[config.mk]
export PLATFORM = sky130hd
export DESIGN_NAME = block_tx_serializer
export DESIGN_NICKNAME = d
export VERILOG_FILES = /design/src/rtl/crypto_tx_pkg.sv /design/src/rtl/sync_2ff.sv /design/src/rtl/block_tx_serializer.sv
export SDC_FILE = /design/constraint.sdc
export NUM_CORES = 1
export LEC_CHECK = 0
export BUFFER_PORTS_ARGS = -buffer_cell sky130_fd_sc_hd__buf_2
export CELL_PAD_IN_SITES_DETAIL_PLACEMENT = 1
export CELL_PAD_IN_SITES_GLOBAL_PLACEMENT = 2
export CORE_MARGIN = 2
export CORE_UTILIZATION = 27
export CTS_CLUSTER_DIAMETER = 80
export DETAILED_ROUTE_END_ITERATION = 12
export GPL_TIMING_DRIVEN = 0
export PLACE_DENSITY_LB_ADDON = 0.1
export REMOVE_ABC_BUFFERS = 1
export SLEW_MARGIN = 40
export SYNTH_ARGS = -nofsm -noshare
export SYNTH_HDL_FRONTEND = slang
export SYNTH_SLANG_ARGS = --single-unit
export TNS_END_PERCENT = 10
[constraint.sdc]
create_clock -name clk_i -period 2.8 [get_ports clk_i]
set_clock_uncertainty 0.2 [all_clocks]
set_input_delay 0.56 -clock clk_i [delete_from_list [all_inputs] [get_ports clk_i]]
set_output_delay 0.56 -clock clk_i [all_outputs]
set_load 0.05 [all_outputs]
[src/rtl/crypto_tx_pkg.sv]
// Shared types and constants for the AES block transmit path.
package crypto_tx_pkg;

    localparam int unsigned BLK_BYTES = 16;
    localparam int unsigned BYTE_W    = 8;
    localparam int unsigned IDX_W     = $clog2(BLK_BYTES);
    localparam int unsigned BLK_W     = BLK_BYTES * BYTE_W;

    typedef enum logic [1:0] {
        StIdle,
        StSetup,
        StStbHi,
        StStbLo
    } tx_state_e;

    // Byte 0 is the most significant byte of the block (MSB-first on the wire).
    // The {idx, 3'b000} shift amount relies on BYTE_W being 8.
    function automatic logic [BYTE_W-1:0] blk_byte(input logic [BLK_W-1:0] blk,
                                                   input logic [IDX_W-1:0] idx);
        logic [BLK_W-1:0] sh;
        sh = blk << {idx, 3'b000};
        return sh[BLK_W-1 -: BYTE_W];
    endfunction

endpackage

[src/rtl/sync_2ff.sv]
// Two-flop synchroniser for a single asynchronous level input.
module sync_2ff (
    input  logic clk_i,
    input  logic rst_ni,
    input  logic d_i,
    output logic q_o
);

    logic meta_q;
    logic sync_q;

    // Two back-to-back flops, both cleared by reset.
    always_ff @(posedge clk_i or negedge rst_ni) begin
        if (!rst_ni) begin
            meta_q <= 1'b0;
            sync_q <= 1'b0;
        end else begin
            meta_q <= d_i;
            sync_q <= meta_q;
        end
    end

    assign q_o = sync_q;

endmodule

[src/rtl/block_tx_serializer.sv]
// Serialises a 128-bit cipher block as 16 strobed bytes (MSB first) with a
// four-phase STB/ACK handshake and a per-wait timeout.
// Optional build macro: CRYPTO_TX_PARITY_EN adds odd parity on tx_par_o.
module block_tx_serializer
    import crypto_tx_pkg::*;
#(
    parameter int unsigned TIMEOUT_CYC = 1024,
    parameter int unsigned SETUP_CYC   = 2
) (
    input  logic              clk_i,
    input  logic              rst_ni,
    input  logic [BLK_W-1:0]  blk_data_i,
    input  logic              blk_valid_i,
    output logic              blk_ready_o,
    output logic [BYTE_W-1:0] tx_data_o,
    output logic              tx_stb_o,
    input  logic              tx_ack_i,
    output logic              tx_par_o,
    output logic              busy_o,
    output logic              err_o
);

    localparam int unsigned TmoW = $clog2(TIMEOUT_CYC + 1);

    logic ack;

    sync_2ff u_ack_sync (
        .clk_i  (clk_i),
        .rst_ni (rst_ni),
        .d_i    (tx_ack_i),
        .q_o    (ack)
    );

    tx_state_e         state_q;
    logic [BLK_W-1:0]  blk_q;
    logic [IDX_W-1:0]  idx_q;
    logic [3:0]        setup_q;
    logic [TmoW-1:0]   tmo_q;
    logic [BYTE_W-1:0] data_q;
    logic              stb_q;
    logic              ready_q;
    logic              busy_q;
    logic              err_q;
    logic [BYTE_W-1:0] cur_byte;

    assign cur_byte = blk_byte(blk_q, idx_q);

    // Handshake FSM; every output is registered here.
    always_ff @(posedge clk_i or negedge rst_ni) begin
        if (!rst_ni) begin
            state_q <= StIdle;
            blk_q   <= '0;
            idx_q   <= '0;
            setup_q <= '0;
            tmo_q   <= '0;
            data_q  <= '0;
            stb_q   <= 1'b0;
            ready_q <= 1'b0;
            busy_q  <= 1'b0;
            err_q   <= 1'b0;
        end else begin
            unique case (state_q)
                StIdle: begin
                    ready_q <= 1'b1;
                    if (blk_valid_i && ready_q) begin
                        blk_q   <= blk_data_i;
                        idx_q   <= '0;
                        setup_q <= '0;
                        err_q   <= 1'b0;
                        busy_q  <= 1'b1;
                        ready_q <= 1'b0;
                        state_q <= StSetup;
                    end
                end
                StSetup: begin
                    // Data is reloaded every setup cycle so it is stable for
                    // SETUP_CYC cycles before the strobe rises.
                    data_q <= cur_byte;
                    if (setup_q == 4'(SETUP_CYC)) begin
                        stb_q   <= 1'b1;
                        tmo_q   <= '0;
                        state_q <= StStbHi;
                    end else begin
                        setup_q <= setup_q + 4'd1;
                    end
                end
                StStbHi: begin
                    if (ack) begin
                        stb_q   <= 1'b0;
                        tmo_q   <= '0;
                        state_q <= StStbLo;
                    end else if (tmo_q == TmoW'(TIMEOUT_CYC - 1)) begin
                        stb_q   <= 1'b0;
                        err_q   <= 1'b1;
                        busy_q  <= 1'b0;
                        ready_q <= 1'b1;
                        state_q <= StIdle;
                    end else begin
                        tmo_q <= tmo_q + 1'b1;
                    end
                end
                StStbLo: begin
                    if (!ack) begin
                        if (idx_q == IDX_W'(BLK_BYTES - 1)) begin
                            busy_q  <= 1'b0;
                            ready_q <= 1'b1;
                            state_q <= StIdle;
                        end else begin
                            idx_q   <= idx_q + 1'b1;
                            setup_q <= '0;
                            state_q <= StSetup;
                        end
                    end else if (tmo_q == TmoW'(TIMEOUT_CYC - 1)) begin
                        err_q   <= 1'b1;
                        busy_q  <= 1'b0;
                        ready_q <= 1'b1;
                        state_q <= StIdle;
                    end else begin
                        tmo_q <= tmo_q + 1'b1;
                    end
                end
                default: begin
                    state_q <= StIdle;
                end
            endcase
        end
    end

`ifdef CRYPTO_TX_PARITY_EN
    logic par_q;

    // Odd parity loaded alongside the data register.
    always_ff @(posedge clk_i or negedge rst_ni) begin
        if (!rst_ni) begin
            par_q <= 1'b0;
        end else if (state_q == StSetup) begin
            par_q <= ~^cur_byte;
        end
    end

    assign tx_par_o = par_q;
`else
    assign tx_par_o = 1'b0;
`endif

    assign blk_ready_o = ready_q;
    assign tx_data_o   = data_q;
    assign tx_stb_o    = stb_q;
    assign busy_o      = busy_q;
    assign err_o       = err_q;

endmodule

* Word-level counts from Yosys, hierarchy flattened
Index checks and enable logic that the tools add are counted.
** Cells by class
- Reduce and logical (&&, ||, !) cells :: 16
- Add/subtract/negate cells :: 3
- Multiplexer cells :: 41
- Shift operators :: 1
- Eq/ne operators :: 15
** Operators with widths (count)
- left shift 128 x 7 -> 128 bit :: 1
- two-way mux 11 bit :: 4
- case mux 11 bit (3 select lines) :: 1
- two-way mux 4 bit :: 6
- two-way mux 1 bit :: 18
- != test 2 bit (second input constant) :: 6
- case mux 4 bit (3 select lines) :: 1
- AND reduction 4 bit :: 3
- adder 11 x 1 -> 11 bit (second input constant) :: 1
- == test 11 x 10 -> 1 bit (second input constant) :: 1
- two-way mux 2 bit :: 5
- case mux 1 bit (3 select lines) :: 3
- AND reduction 3 bit :: 3
- nonzero test 3 bit :: 3
- adder 4 x 1 -> 4 bit (second input constant) :: 2
- case mux 2 bit (4 select lines) :: 1
- case mux 4 bit (2 select lines) :: 1
- != test 3 x 2 -> 1 bit (second input constant) :: 2
- AND reduction 5 bit :: 1
- == test 2 bit (second input constant) :: 2
- == test 4 x 2 -> 1 bit (second input constant) :: 1
- == test 4 bit (second input constant) :: 1
- AND reduction 2 bit :: 2
- nonzero test 2 bit :: 2
- 5 further kinds :: 5
** Storage, ports and cells
- Input port bits :: 132
- Word-level logic and storage cells :: 88
- Register bits :: 163
- Output and inout bits :: 13

* Depth between registers and ports, before layout
- Depth in word-level cells :: 4
- Depth in mapped cells :: 7
- Gate-level depth less buffers :: 6

* Modules after synthesis
A second synthesis with hierarchy kept.
** Second synthesis, totals
- Cells, all modules :: 569
- Area, all modules :: 7686.1 um2
** By module, submodules not included
- block_tx_serializer :: area each 7636.1 um2, cells each 567, times used 1, seq. area each 4028.9 um2
- sync_2ff :: area each 50.0 um2, cells each 2, times used 1, seq. area each 50.0 um2

* Worst setup path before layout
No wires, ideal clock.
- Path kind :: register to register
- Start :: register setup_q[0]
- End :: register tmo_q[3]
- Buffers on the path :: 1
- Setup slack :: 0.702 ns
- Data required time :: 2.475 ns
- Arrival :: 1.772 ns
- Period minus slack after synthesis :: 2.098 ns
- Cell stages (with the launch flop) :: 8
- Setup time :: 0.125 ns
- Path through :: dfrtp_1 > inv_1 > ha_1 > or3b_4 > a211oi_4 > buf_6 > nand3_2 > mux2_4
** On the way
- Word-level cells in the longest chain between the ends :: 3
** RTL lines
- start: declaration :: RTL line block_tx_serializer.sv:37 : logic [3:0] setup_q;
- start signal: assignment :: RTL line block_tx_serializer.sv:84 : setup_q <= setup_q + 4'd1;
- == test 4 x 2 -> 1 bit :: RTL line block_tx_serializer.sv:79 : if (setup_q == 4'(SETUP_CYC)) begin
- != test 2 bit (no source line)
- AND reduction 3 bit (no source line)
- end signal: assignment :: RTL line block_tx_serializer.sv:99 : tmo_q <= tmo_q + 1'b1;
- end signal: assignment :: RTL line block_tx_serializer.sv:119 : tmo_q <= tmo_q + 1'b1;
- end: declaration :: RTL line block_tx_serializer.sv:38 : logic [TmoW-1:0] tmo_q;
No other way between the ends.
A chain may end at the register's enable or synchronous reset.

* Worst setup path in the final report
- Start :: register state_q[0]
- End :: register tmo_q[5]
** On the way
- Word-level cells in the longest chain between the ends :: 3
- Elaborated cells on any way between the ends :: 8
- Those cells by class :: 5 x eq/ne; 1 x mux; 2 x reduce/logical
** RTL lines
- start: declaration :: RTL line block_tx_serializer.sv:34 : tx_state_e state_q;
- start signal: assignment :: RTL line block_tx_serializer.sv:51 : state_q <= StIdle;
- start signal: assignment :: RTL line block_tx_serializer.sv:72 : state_q <= StSetup;
- start signal: assignment :: RTL line block_tx_serializer.sv:82 : state_q <= StStbHi;
- == test 2 bit or == test 2 x 1 -> 1 bit (tied branches) :: RTL line block_tx_serializer.sv:62 : unique case (state_q)
- != test 2 x 1 -> 1 bit (no source line), or another cell as far along
- AND reduction 3 bit (no source line)
Parallel ways exist; a longest one is shown, timed or not.

==> flow_summary.json <==
{
  "status": "finished, final reports clean",
  "viasPerCell": 4.78,
  "grt_pass1_wl_um": 33300,
  "clockBufferDepth": 2,
  "path_clk_slew_ns": 0.07,
  "cts_made_buffers": 17,
  "ant_nets": 0,
  "r2r_end": "tmo_q[5]$_DFFE_PN0P_",
  "finalSetupTns_ns": 0,
  "synth_area_um2": 7710,
  "critical_path_class": "reg -> reg",
  "clockRootBuffer": "clkbuf_16",
  "gp_congestion": 0.745,
  "cts_tree": "yes",
  "synthAdderAreaFrac_pct": 1.30,
  "clock-sinks": 163,
  "hp-class": "in -> reg",
  "muxShareOfSynthArea_pct": 29.4,
  "slew_headroom_pct": 55.3,
  "h-tree-depth": 4,
  "synth-async-reset-ratio_pct": 100,
  "irDropWorstVdd_mv": 0.334,
  "grt_setup_unrepaired": "no",
  "yosysUniqueCellTypes": 51,
  "n_fill_cell": 3050,
  "core_um2": 27900,
  "first_global_vias": 5884,
  "layout-drive-gt1-share_pct": 48.0,
  "placed_area_um2": 8890,
  "regToRegSetupSlack_ns": 0.17,
  "mostFrequentLayoutCell": "dfrtp_1",
  "synth-compound-area-share_pct": 8.57,
  "syn_to_final_growth_pct": 23.4,
  "period_minus_slack_ns": 2.63,
  "start_util_pct": 27.6,
  "arrival_ns": 2.74,
  "drc_errors": 0,
  "die_w_um": 173,
  "setup_viol": 0,
  "yosysSeqAreaShare_pct": 52.9,
  "endpoint": "tmo_q[5]$_DFFE_PN0P_",
  "portBuffers": 143,
  "overflow": 0,
  "crit_path_start_kind": "flop",
  "regArea_um2": 4090,
  "final-max-slew-violation-count": 0,
  "synth_top_family_by_area": "multiplexers",
  "synth_seq_cells": 163,
  "synth_edf_count": 0,
  "max_slew.worst_pin.slew_ns": 0.671,
  "num_vias": 5254,
  "dieArea_um2": 29900,
  "leakage_nw": 4.17,
  "nets": 842,
  "worstPathRequired_ns": 2.92,
  "instances_no_fill": 1099,
  "reg2reg_from": "state_q[0]$_DFFE_PN0P_",
  "drt_iter0_drc": 144,
  "critPathMaxFanout": 18,
  "cp-end-kind": "flop",
  "hold_viol_final": 0,
  "fin_area_um2": 9510,
  "grtUsageTotal_pct": 14.3,
  "critPathLaunch": "state_q[0]$_DFFE_PN0P_",
  "synth_ff_type": "dfrtp_1",
  "postCtsSetupRepairBufs": 0,
  "post-place-cells": 1059,
  "layout_common_cells": "dfrtp_1, buf_2, mux2_2",
  "synth-simple-area-share_pct": 4.77,
  "post-route-util_pct": 34.1,
  "finalPower_mw": 10.7,
  "wire_per_inst_um": 19.2,
  "period_share_pct": 93.8,
  "first_pass_iters": 4,
  "grt_max_degree": 70,
  "max_freq_mhz": 381,
  "r2r_cells": 6,
  "cts_resized": 0,
  "io-pin-count": 145,
  "die_h_um": 173,
  "synth_area_per_cell_um2": 13.5,
  "drv_cap": 0,
  "place.detailed.hpwl_um": 15000,
  "row_count": 61,
  "multi_input_area_um2": 3420,
  "drt_wl_total_um": 21000,
  "antenna_found_initial": 6,
  "clock_latency_ns": 0.44,
  "syn_inst": 570,
  "p_per_area_nw_per_um2": 1120,
  "synth-xor-area-share_pct": 0,
  "ys_warn_count": 0
}
-- through the flow --
step / hold slack [ns] / worst slack (ns)
after floorplan: 0.0644 / -2.45
after CTS: 0.0183 / 0.0491
after detailed placement: 0.137 / 0.0879
after global routing: 0.0190 / 0.0288
final: 0.0392 / 0.174
after global placement: 0.136 / -4.57
-- cells in the mapped netlist (all sizes together) (9+ instances only) --
library cell | number | share of area (%)
mux4 | 16 | 4.7
a31oi | 13 | 1.1
inv | 9 | 0.44
a21oi | 12 | 0.78
clkbuf | 13 | 0.63
mux2i | 43 | 5.6
o22ai | 9 | 0.73
buf | 26 | 1.9
nand2 | 9 | 0.44
dfrtp | 163 | 53
nand3 | 14 | 0.97
nor2 | 13 | 0.63
o21ai | 11 | 0.71
mux2 | 131 | 19
o211ai | 11 | 1.1
-- critical path, cell delays in order, from the launching register on --
cell and delay (ns):
dfrtp_1 0.44, ha_1 0.54, nor2b_1 0.52, a211oi_4 0.12, buf_4 0.25, nand4_1 0.11
mux2_2 0.33
-- state kept, by name (all words and copies together) (netlist names) --
| name | flops |
|---|---|
| state_q | 2 |
| tx_data_o | 8 |
| blk_ready_o | 1 |
| tmo_q | 11 |
| u_ack_sync.q_o | 1 |
| u_ack_sync.meta_q | 1 |
| busy_o | 1 |
| blk_q | 128 |
| setup_q | 4 |
| idx_q | 4 |
| tx_stb_o | 1 |
| err_o | 1 |
-- cells by family (layout without fill, tap and decap cells) --
group / after synthesis / after routing
AO/OA/AOI/OAI: 93 / 93
adder cells (fa/ha/maj): 8 / 8
buffers and inverters: 48 / 193
flip-flops: 163 / 163
multiplexers: 190 / 190
other: 1 / 7
AND/OR/NAND/NOR: 67 / 67
-- worst min path at each step --
stage	from	end	slack, ns	depth (start not counted)
5_1_grt	tx_ack_i	u_ack_sync.meta_q$_DFF_PN0_	0.02	1
3_3_place_gp	u_ack_sync.meta_q$_DFF_PN0_	u_ack_sync.q_o$_DFF_PN0_	0.14	0
3_5_place_dp	u_ack_sync.meta_q$_DFF_PN0_	u_ack_sync.q_o$_DFF_PN0_	0.14	0
2_1_floorplan	rst_ni	blk_q[0]$_DFFE_PN0P_	0.06	0
6_report	tx_ack_i	u_ack_sync.meta_q$_DFF_PN0_	0.04	1
4_1_cts	tx_ack_i	u_ack_sync.meta_q$_DFF_PN0_	0.02	1
-- what timing repair did --
| item | in CTS | in global routing |
|---|---|---|
| setup endpoints to repair | 0 | 0 |
| hold endpoints to repair | 42 | 0 |
| hold buffers | 1 | 0 |
-- routing by layer --
layer | track usage, % | part of all wire [%]
met5 | 0 | 0.11
met4 | 5.19 | 1.9
met3 | 4.20 | 5.1
met2 | 23.0 | 47
met1 | 18.3 | 46
-- final cells by class --
| cell class | instances | area share [%] |
|---|---|---|
| Antenna cell | 6 | 0.158 |
| Clock buffer | 18 | 4.62 |
| Clock inverter | 14 | 1.60 |
| Inverter | 9 | 0.355 |
| Multi-Input combinational cell | 359 | 35.9 |
| Sequential cell | 163 | 42.9 |
| Tap cell | 378 | 4.97 |
| Timing Repair Buffer | 152 | 9.44 |
-- report_power, final --
part	leakage, nW	switching, mW	internal [mW]	total [mW]
registers	1.98	0.724	3.44	4.17
logic	1.89	2.06	2.09	4.16
clock network	0.293	1.14	1.23	2.36
total	4.17	3.92	6.76	10.7
Power figures use the tool's default switching activity.
